File: src/rtl/ascon_block_packer_if.sv
// Word-in / block-out handshake bundle for the ASCON-AEAD128 block packer.
// msg_bytes_o exists only when ASCON_PACK_BYTECOUNT_EN is defined.
interface ascon_block_packer_if;
    logic [31:0]  word_i;
    logic         word_valid_i;
    logic         word_last_i;
    logic [2:0]   word_bytes_i;
    logic         word_ready_o;
    logic [127:0] block_o;
    logic         block_valid_o;
    logic         block_last_o;
    logic         block_ready_i;
`ifdef ASCON_PACK_BYTECOUNT_EN
    logic [31:0]  msg_bytes_o;

    modport master (
        output word_i, word_valid_i, word_last_i, word_bytes_i, block_ready_i,
        input  word_ready_o, block_o, block_valid_o, block_last_o, msg_bytes_o
    );
    modport slave (
        input  word_i, word_valid_i, word_last_i, word_bytes_i, block_ready_i,
        output word_ready_o, block_o, block_valid_o, block_last_o, msg_bytes_o
    );
`else
    modport master (
        output word_i, word_valid_i, word_last_i, word_bytes_i, block_ready_i,
        input  word_ready_o, block_o, block_valid_o, block_last_o
    );
    modport slave (
        input  word_i, word_valid_i, word_last_i, word_bytes_i, block_ready_i,
        output word_ready_o, block_o, block_valid_o, block_last_o
    );
`endif
endinterface

File: src/rtl/ascon_block_packer.sv
// Packs a 32-bit word stream into padded little-endian 128-bit ASCON-AEAD128 rate blocks.
// Optional running byte counter (msg_bytes_o) enabled by defining ASCON_PACK_BYTECOUNT_EN.
module ascon_block_packer #(
    parameter logic [7:0] PAD_BYTE = 8'h01
) (
    input  logic clock_i,
    input  logic rst_i,
    ascon_block_packer_if.slave bus
);
    typedef enum logic [1:0] {FILL, FULL, FULL_PADNEXT, PADBLK} state_t;

    state_t       state_q, state_d;
    logic [1:0]   idx_q, idx_d;
    logic [127:0] blk_q, blk_d;
    logic         last_q, last_d;

    logic [2:0]   nb;
    logic [4:0]   pos;
    logic [127:0] blk_fill;
    logic         word_fire;
    logic         block_fire;

    // Non-last words always carry four bytes; out-of-range counts saturate at four.
    assign nb  = (!bus.word_last_i || bus.word_bytes_i > 3'd4) ? 3'd4 : bus.word_bytes_i;
    assign pos = {1'b0, idx_q, 2'b00} + {2'b00, nb};

    assign word_fire  = (state_q == FILL) && bus.word_valid_i;
    assign block_fire = (state_q != FILL) && bus.block_ready_i;

    // Bytes above the current word are always zero here, so only the word
    // slot and the pad position need rewriting.
    for (genvar gi = 0; gi < 16; gi++) begin : g_byte
        localparam logic [1:0] WSEL = 2'(gi / 4);
        localparam int         J    = gi % 4;
        localparam logic [4:0] K    = 5'(gi);
        assign blk_fill[8*gi +: 8] =
            (WSEL == idx_q && 3'(J) < nb)       ? bus.word_i[8*J +: 8] :
            (bus.word_last_i && K == pos)       ? PAD_BYTE :
                                                  blk_q[8*gi +: 8];
    end

    always_comb begin
        state_d = state_q;
        idx_d   = idx_q;
        blk_d   = blk_q;
        last_d  = last_q;
        case (state_q)
            FILL: begin
                if (bus.word_valid_i) begin
                    blk_d = blk_fill;
                    idx_d = idx_q + 2'd1;
                    if (bus.word_last_i) begin
                        if (pos == 5'd16) begin
                            state_d = FULL_PADNEXT;
                            last_d  = 1'b0;
                        end else begin
                            state_d = FULL;
                            last_d  = 1'b1;
                        end
                    end else if (idx_q == 2'd3) begin
                        state_d = FULL;
                        last_d  = 1'b0;
                    end
                end
            end
            FULL: begin
                if (bus.block_ready_i) begin
                    state_d = FILL;
                    idx_d   = 2'd0;
                    blk_d   = '0;
                    last_d  = 1'b0;
                end
            end
            FULL_PADNEXT: begin
                if (bus.block_ready_i) begin
                    state_d = PADBLK;
                    idx_d   = 2'd0;
                    blk_d   = '0;
                    last_d  = 1'b1;
                end
            end
            PADBLK: begin
                if (bus.block_ready_i) begin
                    state_d = FILL;
                    idx_d   = 2'd0;
                    last_d  = 1'b0;
                end
            end
            default: begin
                state_d = FILL;
                idx_d   = 2'd0;
                blk_d   = '0;
                last_d  = 1'b0;
            end
        endcase
    end

    always_ff @(posedge clock_i or posedge rst_i) begin
        if (rst_i) begin
            state_q <= FILL;
            idx_q   <= 2'd0;
            blk_q   <= '0;
            last_q  <= 1'b0;
        end else begin
            state_q <= state_d;
            idx_q   <= idx_d;
            blk_q   <= blk_d;
            last_q  <= last_d;
        end
    end

    assign bus.word_ready_o  = (state_q == FILL);
    assign bus.block_valid_o = (state_q != FILL);
    assign bus.block_last_o  = last_q;
    assign bus.block_o       = (state_q == PADBLK) ? {120'b0, PAD_BYTE} : blk_q;

`ifdef ASCON_PACK_BYTECOUNT_EN
    logic [31:0] cnt_q, cnt_d;

    always_comb begin
        cnt_d = cnt_q;
        if (word_fire) begin
            cnt_d = cnt_q + 32'(nb);
        end else if (block_fire && last_q) begin
            cnt_d = 32'd0;
        end
    end

    always_ff @(posedge clock_i or posedge rst_i) begin
        if (rst_i) begin
            cnt_q <= 32'd0;
        end else begin
            cnt_q <= cnt_d;
        end
    end

    assign bus.msg_bytes_o = cnt_q;
`endif
endmodule

File: src/flat_wrapper.sv
// flat-port wrapper written by rule: the top's interface ports become plain ports
module ascon_block_packer_flat 
#(
    parameter logic [7:0] PAD_BYTE = 8'h01
)
  (clock_i, rst_i, bus_word_i, bus_word_valid_i, bus_word_last_i, bus_word_bytes_i, bus_block_ready_i, bus_word_ready_o, bus_block_o, bus_block_valid_o, bus_block_last_o);
  ascon_block_packer_if bus_i ();
  input  logic clock_i;
  input  logic rst_i;
  input wire logic [$bits(bus_i.word_i)-1:0] bus_word_i;
  input wire logic [$bits(bus_i.word_valid_i)-1:0] bus_word_valid_i;
  input wire logic [$bits(bus_i.word_last_i)-1:0] bus_word_last_i;
  input wire logic [$bits(bus_i.word_bytes_i)-1:0] bus_word_bytes_i;
  input wire logic [$bits(bus_i.block_ready_i)-1:0] bus_block_ready_i;
  output wire logic [$bits(bus_i.word_ready_o)-1:0] bus_word_ready_o;
  output wire logic [$bits(bus_i.block_o)-1:0] bus_block_o;
  output wire logic [$bits(bus_i.block_valid_o)-1:0] bus_block_valid_o;
  output wire logic [$bits(bus_i.block_last_o)-1:0] bus_block_last_o;
  assign bus_i.word_i = bus_word_i;
  assign bus_i.word_valid_i = bus_word_valid_i;
  assign bus_i.word_last_i = bus_word_last_i;
  assign bus_i.word_bytes_i = bus_word_bytes_i;
  assign bus_i.block_ready_i = bus_block_ready_i;
  assign bus_word_ready_o = bus_i.word_ready_o;
  assign bus_block_o = bus_i.block_o;
  assign bus_block_valid_o = bus_i.block_valid_o;
  assign bus_block_last_o = bus_i.block_last_o;
  ascon_block_packer #(.PAD_BYTE(PAD_BYTE)) u_core (.clock_i(clock_i), .rst_i(rst_i), .bus(bus_i));
endmodule
File: config.mk
export PLATFORM = sky130hd
export DESIGN_NAME = ascon_block_packer_flat
export DESIGN_NICKNAME = d
export VERILOG_FILES = /design/src/rtl/ascon_block_packer_if.sv /design/src/rtl/ascon_block_packer.sv /design/src/flat_wrapper.sv
export SDC_FILE = /design/constraint.sdc
export NUM_CORES = 1
export LEC_CHECK = 0
export ABC_CLOCK_PERIOD_IN_PS = 4700
export CORE_MARGIN = 2
export CORE_UTILIZATION = 40
export DETAILED_ROUTE_END_ITERATION = 16
export HOLD_SLACK_MARGIN = 0.12
export PLACE_DENSITY = 0.7
export SYNTH_ARGS = -nofsm -noshare
export SYNTH_HDL_FRONTEND = slang
export SYNTH_SLANG_ARGS = --single-unit
File: constraint.sdc
create_clock -name clock_i -period 4.7 [get_ports clock_i]
set_input_delay 0.94 -clock clock_i [delete_from_list [all_inputs] [get_ports clock_i]]
set_output_delay 0.94 -clock clock_i [all_outputs]
set_load 0.02 [all_outputs]
Word-level counts from Yosys, hierarchy flattened

Cells that the tools add are included.

Flip-flop bits (word level): 133
Input bits: 40
Output and inout bits: 131
Word-level logic and storage cells: 184

Add/subtract/negate cells: 2
$lt $le $gt $ge: 5
Eq/ne operators: 45
Mux-type cells: 53
Reduce and logical (&&, ||, !) cells: 60

Operator list:

| operator                                                   | count |
|---|---|
| two-way mux 128 bit                                        | 3 |
| two-way mux 8 bit                                          | 32 |
| one-hot mux 128 bit (2 select lines)                       | 1 |
| AND reduction 4 bit                                        | 17 |
| inequality test 3 x 1 -> 1 bit (second input constant)     | 16 |
| == test 4 x 5 -> 1 bit (first input constant)              | 8 |
| logical AND 1 bit                                          | 32 |
| == test 3 x 5 -> 1 bit (first input constant)              | 4 |
| two-way mux 2 bit                                          | 7 |
| == test 2 x 5 -> 1 bit (first input constant)              | 2 |
| == test 2 bit (second input constant)                      | 3 |
| less-than comparator 1 x 3 -> 1 bit (first input constant) | 2 |
| less-than comparator 2 x 3 -> 1 bit (first input constant) | 2 |
| two-way mux 1 bit                                          | 6 |
| inequality test 2 x 1 -> 1 bit (second input constant)     | 3 |
| one-hot mux 2 bit (3 select lines)                         | 1 |
| adder 4 x 3 -> 5 bit                                       | 1 |
| == test 1 x 5 -> 1 bit (first input constant)              | 1 |
| == test 5 bit (second input constant)                      | 1 |
| zero test 5 bit                                            | 1 |
| == test 2 bit (first input constant)                       | 2 |
| zero test 2 bit                                            | 2 |
| inequality test 2 bit (second input constant)              | 2 |
| one-hot mux 2 bit (2 select lines)                         | 1 |
| other kinds (13)                                           | 15 |

Depth between registers and ports, before layout

Depth after elaboration: 10
Mapped depth: 11
Gate-level depth less buffers: 9

Worst setup path before layout

No wires, ideal clock.

Path type: input to register
Start point: input bus_word_last_i
End point: register u_core.blk_q[24]
Setup time: 0.125 ns
Arrival: 2.958 ns
Required time: 4.575 ns
Setup slack: 1.617 ns
Cell stages on the path: 10
Buffers on the path: 1
Cell sequence: nor2b_1 > inv_1 > buf_4 > ha_1 > ha_1 > nand2b_1 > nor3_1 > nand4_1 > a31o_2 > mux2_2

Word-level cells in the longest chain between the ends: 8
Elaborated cells between the ends (all ways): 13
Classes of those cells: add/sub (1); order compare (1); eq/ne (2); mux (4); reduce/logical (5)

RTL lines:

| item                                                                                                | RTL line                                           | text |
|---|---|---|
| from (decl)                                                                                         | flat_wrapper.sv:12                                 | `input wire logic [$bits(bus_i.word_last_i)-1:0] bus_word_last_i;` |
| zero test 1 bit                                                                                     | ascon_block_packer.sv:24                           | `assign nb = (!bus.word_last_i \|\| bus.word_bytes_i > 3'd4) ? 3'd4 : bus.word_bytes_i;` |
| logical OR 1 bit                                                                                    | ascon_block_packer.sv:24                           |  |
| two-way mux 3 bit                                                                                   | ascon_block_packer.sv:24                           |  |
| adder 4 x 3 -> 5 bit / less-than comparator 2 x 3 -> 1 bit (equally long branches)                  | ascon_block_packer.sv:25, ascon_block_packer.sv:37 |  |
| == test 2 x 5 -> 1 bit / logical AND 1 bit (equally long branches)                                  | ascon_block_packer.sv:38, ascon_block_packer.sv:37 |  |
| logical AND 1 bit / two-way mux 8 bit (equally long branches)                                       | ascon_block_packer.sv:38, ascon_block_packer.sv:37 |  |
| inequality test 3 x 1 -> 1 bit (no source line) / two-way mux 128 bit (equally long branches)       | n/a                                                |  |
| AND reduction 4 bit (no source line) / one-hot mux 128 bit (2 select lines) (equally long branches) | n/a                                                |  |
| to (signal assigned)                                                                                | ascon_block_packer.sv:107                          | `blk_q <= blk_d;` |
| to (decl)                                                                                           | ascon_block_packer.sv:14                           | `logic [127:0] blk_q, blk_d;` |

Parallel ways exist; a longest one is shown, timed or not. The select of a mux whose other input is x is not followed.
A chain may end at the register's enable or synchronous reset.

Final worst setup path

Start point: register u_core.state_q[1]
End point: output bus_block_o[0]

Word-level cells in the longest chain between the ends: 2

RTL lines:

| item                   | RTL line                  | text |
|---|---|---|
| from (decl)            | ascon_block_packer.sv:12  | `state_t state_q, state_d;` |
| from (signal assigned) | ascon_block_packer.sv:105 | `state_q <= state_d;` |
| == test 2 bit          | ascon_block_packer.sv:115 | `assign bus.block_o = (state_q == PADBLK) ? {120'b0, PAD_BYTE} : blk_q;` |
| two-way mux 128 bit    | ascon_block_packer.sv:115 |  |
| to (decl)              | flat_wrapper.sv:16        | `output wire logic [$bits(bus_i.block_o)-1:0] bus_block_o;` |

Every way passes these cells.

==> impl_metrics.json <==
{
  "status": "complete, no violations",
  "dr.pass1.iters": 5,
  "grt_use_total_pct": 22.0,
  "drtIter0Drc": 337,
  "tns_ps": 0,
  "overflow": 0,
  "rsz0062_at_grt": "false",
  "ctsResizeCount": 0,
  "cp_slowest_cell": "clkdlybuf4s50_1",
  "hpwl_mm": 13.8,
  "pin_count": 171,
  "critPathKind": "flip-flop to primary output",
  "ctsHoldBuffers": 0,
  "final_max_slew_viol_count": 0,
  "fp.coreArea_sq_um": 16500,
  "slowest_delay_ps": 610,
  "hp-class": "flip-flop to flip-flop",
  "antenna_found_initial": 0,
  "peakVddDrop_uv": 399,
  "syn_to_final_growth_pct": 36.8,
  "post_cts_buffers": 0,
  "totalPowerFinal_uw": 6290,
  "grt_max_degree": 68,
  "first_global_vias": 5698,
  "numCtsBuffers": 17,
  "yosysWarnings": 0,
  "fin_crit_sh_pct": 76.6,
  "setup_viol": 0,
  "die_x_um": 134,
  "synth.distinct_cells": 46,
  "ant_nets": 0,
  "clock-sinks": 133,
  "cts-root-buf": "clkbuf_16",
  "crit_path_end_kind": "primary output",
  "critPathMaxFanout": 46,
  "finalHoldViolations": 0,
  "cts_htree_levels": 4,
  "antenna_cells": 0,
  "drc": 0,
  "final-instance-count-excl-fill": 1037,
  "gp_congestion": 0.899,
  "viasPerCell": 5.46,
  "path_clk_slew_ps": 60,
  "drive_gt1_share_pct": 9.18,
  "arrival_ps": 2660,
  "cp_data_required_time_ps": 3760,
  "cts.path.max_buffers": 2,
  "cts_tree": "done",
  "skew_ps": 11.0,
  "holdWs_ps": 471,
  "syn-num-nets": 710,
  "fillers": 1407,
  "fp.dieH_um": 134,
  "finalWorstSetupSlack_ps": 1100,
  "maxSlewHeadroom_pct": 44.2,
  "worst_pin_slew_ps": 838,
  "max_freq_mhz": 278,
  "fp-row-count": 47,
  "drv_cap": 0,
  "clk-insertion-delay-late_ps": 420,
  "finalWirelength_mm": 19.3,
  "dp_slack_ps": 790,
  "numPortBuffers": 170,
  "vias": 5661,
  "die-area_sq_um": 17900,
  "worstSetupStartpointType": "flip-flop",
  "final_nets": 855,
  "layout_common_cells": "clkdlybuf4s50_1, dfrtp_1, nor2b_1",
  "crit_path_cell_trace": "ha_4, buf_4, or2_2, clkdlybuf4s50_1",
  "start_util_pct": 40.7,
  "powerDensity_nw_per_um2": 683,
  "synth_area_sq_um": 6730,
  "ys_seq_area_share_pct": 49.4,
  "synth_area_per_cell_sq_um": 10.2,
  "layout_commonest_cell": "clkdlybuf4s50_1",
  "power.leakage_uw": 0.00412,
  "synth_cells": 659,
  "grt_pass1_wl_mm": 30.9,
  "post_drt_wl_per_cell_um": 18.6,
  "synth_seq_cells": 133,
  "placedCellCount": 1005,
  "fin_crit_ps": 3600
}
## cells by family (layout without fill, tap and decap cells)
| family | count (synthesis) | count (layout) | share of synthesized area (%) |
|---|---|---|---|
| buffers and inverters | 63 | 221 | 4.09 |
| AND/OR/NAND/NOR | 272 | 272 | 22.6 |
| multiplexers | 7 | 7 | 1.17 |
| AO/OA/AOI/OAI | 173 | 173 | 20.7 |
| adder cells (fa/ha/maj) | 11 | 11 | 2.04 |
| flip-flops | 133 | 133 | 49.4 |
## layer usage
metal  GRT usage (%)  up-vias  wire length (um)
li1                -     2616                 -
met1            29.3     2821              8420
met2            35.7      194              9430
met3            4.98       30              1070
met4            7.62        0               416
met5               0        -                 0
## cells in the mapped netlist, drive strengths merged
| master | instances | area (sq um) |
|---|---|---|
| o31ai | 49 | 368 |
| nor3b | 2 | 15.0 |
| a21oi | 7 | 35.0 |
| o2bb2ai | 1 | 8.76 |
| nand3b | 1 | 7.51 |
| nand4b | 1 | 8.76 |
| nand3 | 5 | 25.0 |
| nor2 | 22 | 85.1 |
| o22ai | 3 | 18.8 |
| a21o | 22 | 165 |
| and2 | 6 | 37.5 |
| a2111oi | 3 | 45.1 |
| clkbuf | 28 | 105 |
| a31o | 11 | 96.3 |
| a32o | 5 | 50.1 |
| nand2 | 58 | 220 |
| a21boi | 2 | 15.0 |
| or3 | 1 | 6.26 |
| and4bb | 2 | 25.0 |
| nand2b | 18 | 113 |
| ha | 11 | 138 |
| mux2 | 7 | 78.8 |
| and4b | 1 | 10.0 |
| or2 | 2 | 15.0 |
| a31oi | 3 | 18.8 |
| a221oi | 3 | 26.3 |
| nor2b | 129 | 807 |
| nor3 | 19 | 105 |
| a22o | 54 | 473 |
| buf | 24 | 129 |
| nand4 | 4 | 25.0 |
| nor4b | 1 | 15.0 |
| o21ai | 9 | 63.8 |
| dfrtp | 133 | 3330 |
| o211ai | 1 | 7.51 |
| inv | 11 | 41.3 |
## worst paths after layout
check	slack (ps)	cells past startpoint	from	to
worst max-delay path	1100	4	u_core.state_q[1]$_DFFE_PP0P_	bus_block_o[0]
worst min-delay path	470	2	u_core.blk_q[72]$_DFFE_PP0P_	u_core.blk_q[72]$_DFFE_PP0P_
worst max register to register	1560	9	u_core.state_q[1]$_DFFE_PP0P_	u_core.blk_q[79]$_DFFE_PP0P_
worst min register to register	470	2	u_core.blk_q[72]$_DFFE_PP0P_	u_core.blk_q[72]$_DFFE_PP0P_
max in group asynchronous	2800	3	rst_i	u_core.blk_q[42]$_DFFE_PP0P_
min in group asynchronous	1040	2	rst_i	u_core.blk_q[56]$_DFFE_PP0P_
## stage by stage
| step | instance area [sq um] | util [%] |
|---|---|---|
| 4_1_cts | 9210 | 55.7 |
| 5_1_grt | 9210 | 55.7 |
| 6_report | 9210 | 55.7 |
| 3_3_place_gp | 8560 | 51.8 |
| 2_1_floorplan | 6730 | - |
| 3_5_place_dp | 8560 | 51.8 |
## final cells by class
| cell class | instances | area [sq um] | share of cell area [%] |
|---|---|---|---|
| sequential | 133 | 3330 | 36.1 |
| multi-input combinational | 463 | 3140 | 34.1 |
| timing repair buffer | 178 | 1770 | 19.3 |
| clock buffer | 24 | 502 | 5.45 |
| tap | 220 | 275 | 2.99 |
| clock inverter | 8 | 144 | 1.56 |
| inverter | 11 | 43.8 | 0.475 |
## worst max-delay path: cells and delay by family (launching register included)
| kind | cells | cell delay (ps) |
|---|---|---|
| buffers and inverters | 2 | 1070 |
| adder cells (fa/ha/maj) | 1 | 510 |
| flip-flops | 1 | 430 |
| AND/OR/NAND/NOR | 1 | 200 |
## state kept, by name (all words and copies together), names as in the netlist
signal and count:
u_core.blk_q 128, u_core.bus.block_last_o 1, u_core.state_q 2, u_core.idx_q 2
## power by group
part / internal (uW) / leakage (uW) / switching (uW)
Combinational: 1280 / 0.00199 / 1910
Sequential: 1480 / 0.00181 / 189
Clock: 956 / 0.000320 / 478
Power figures use the tool's default switching activity.
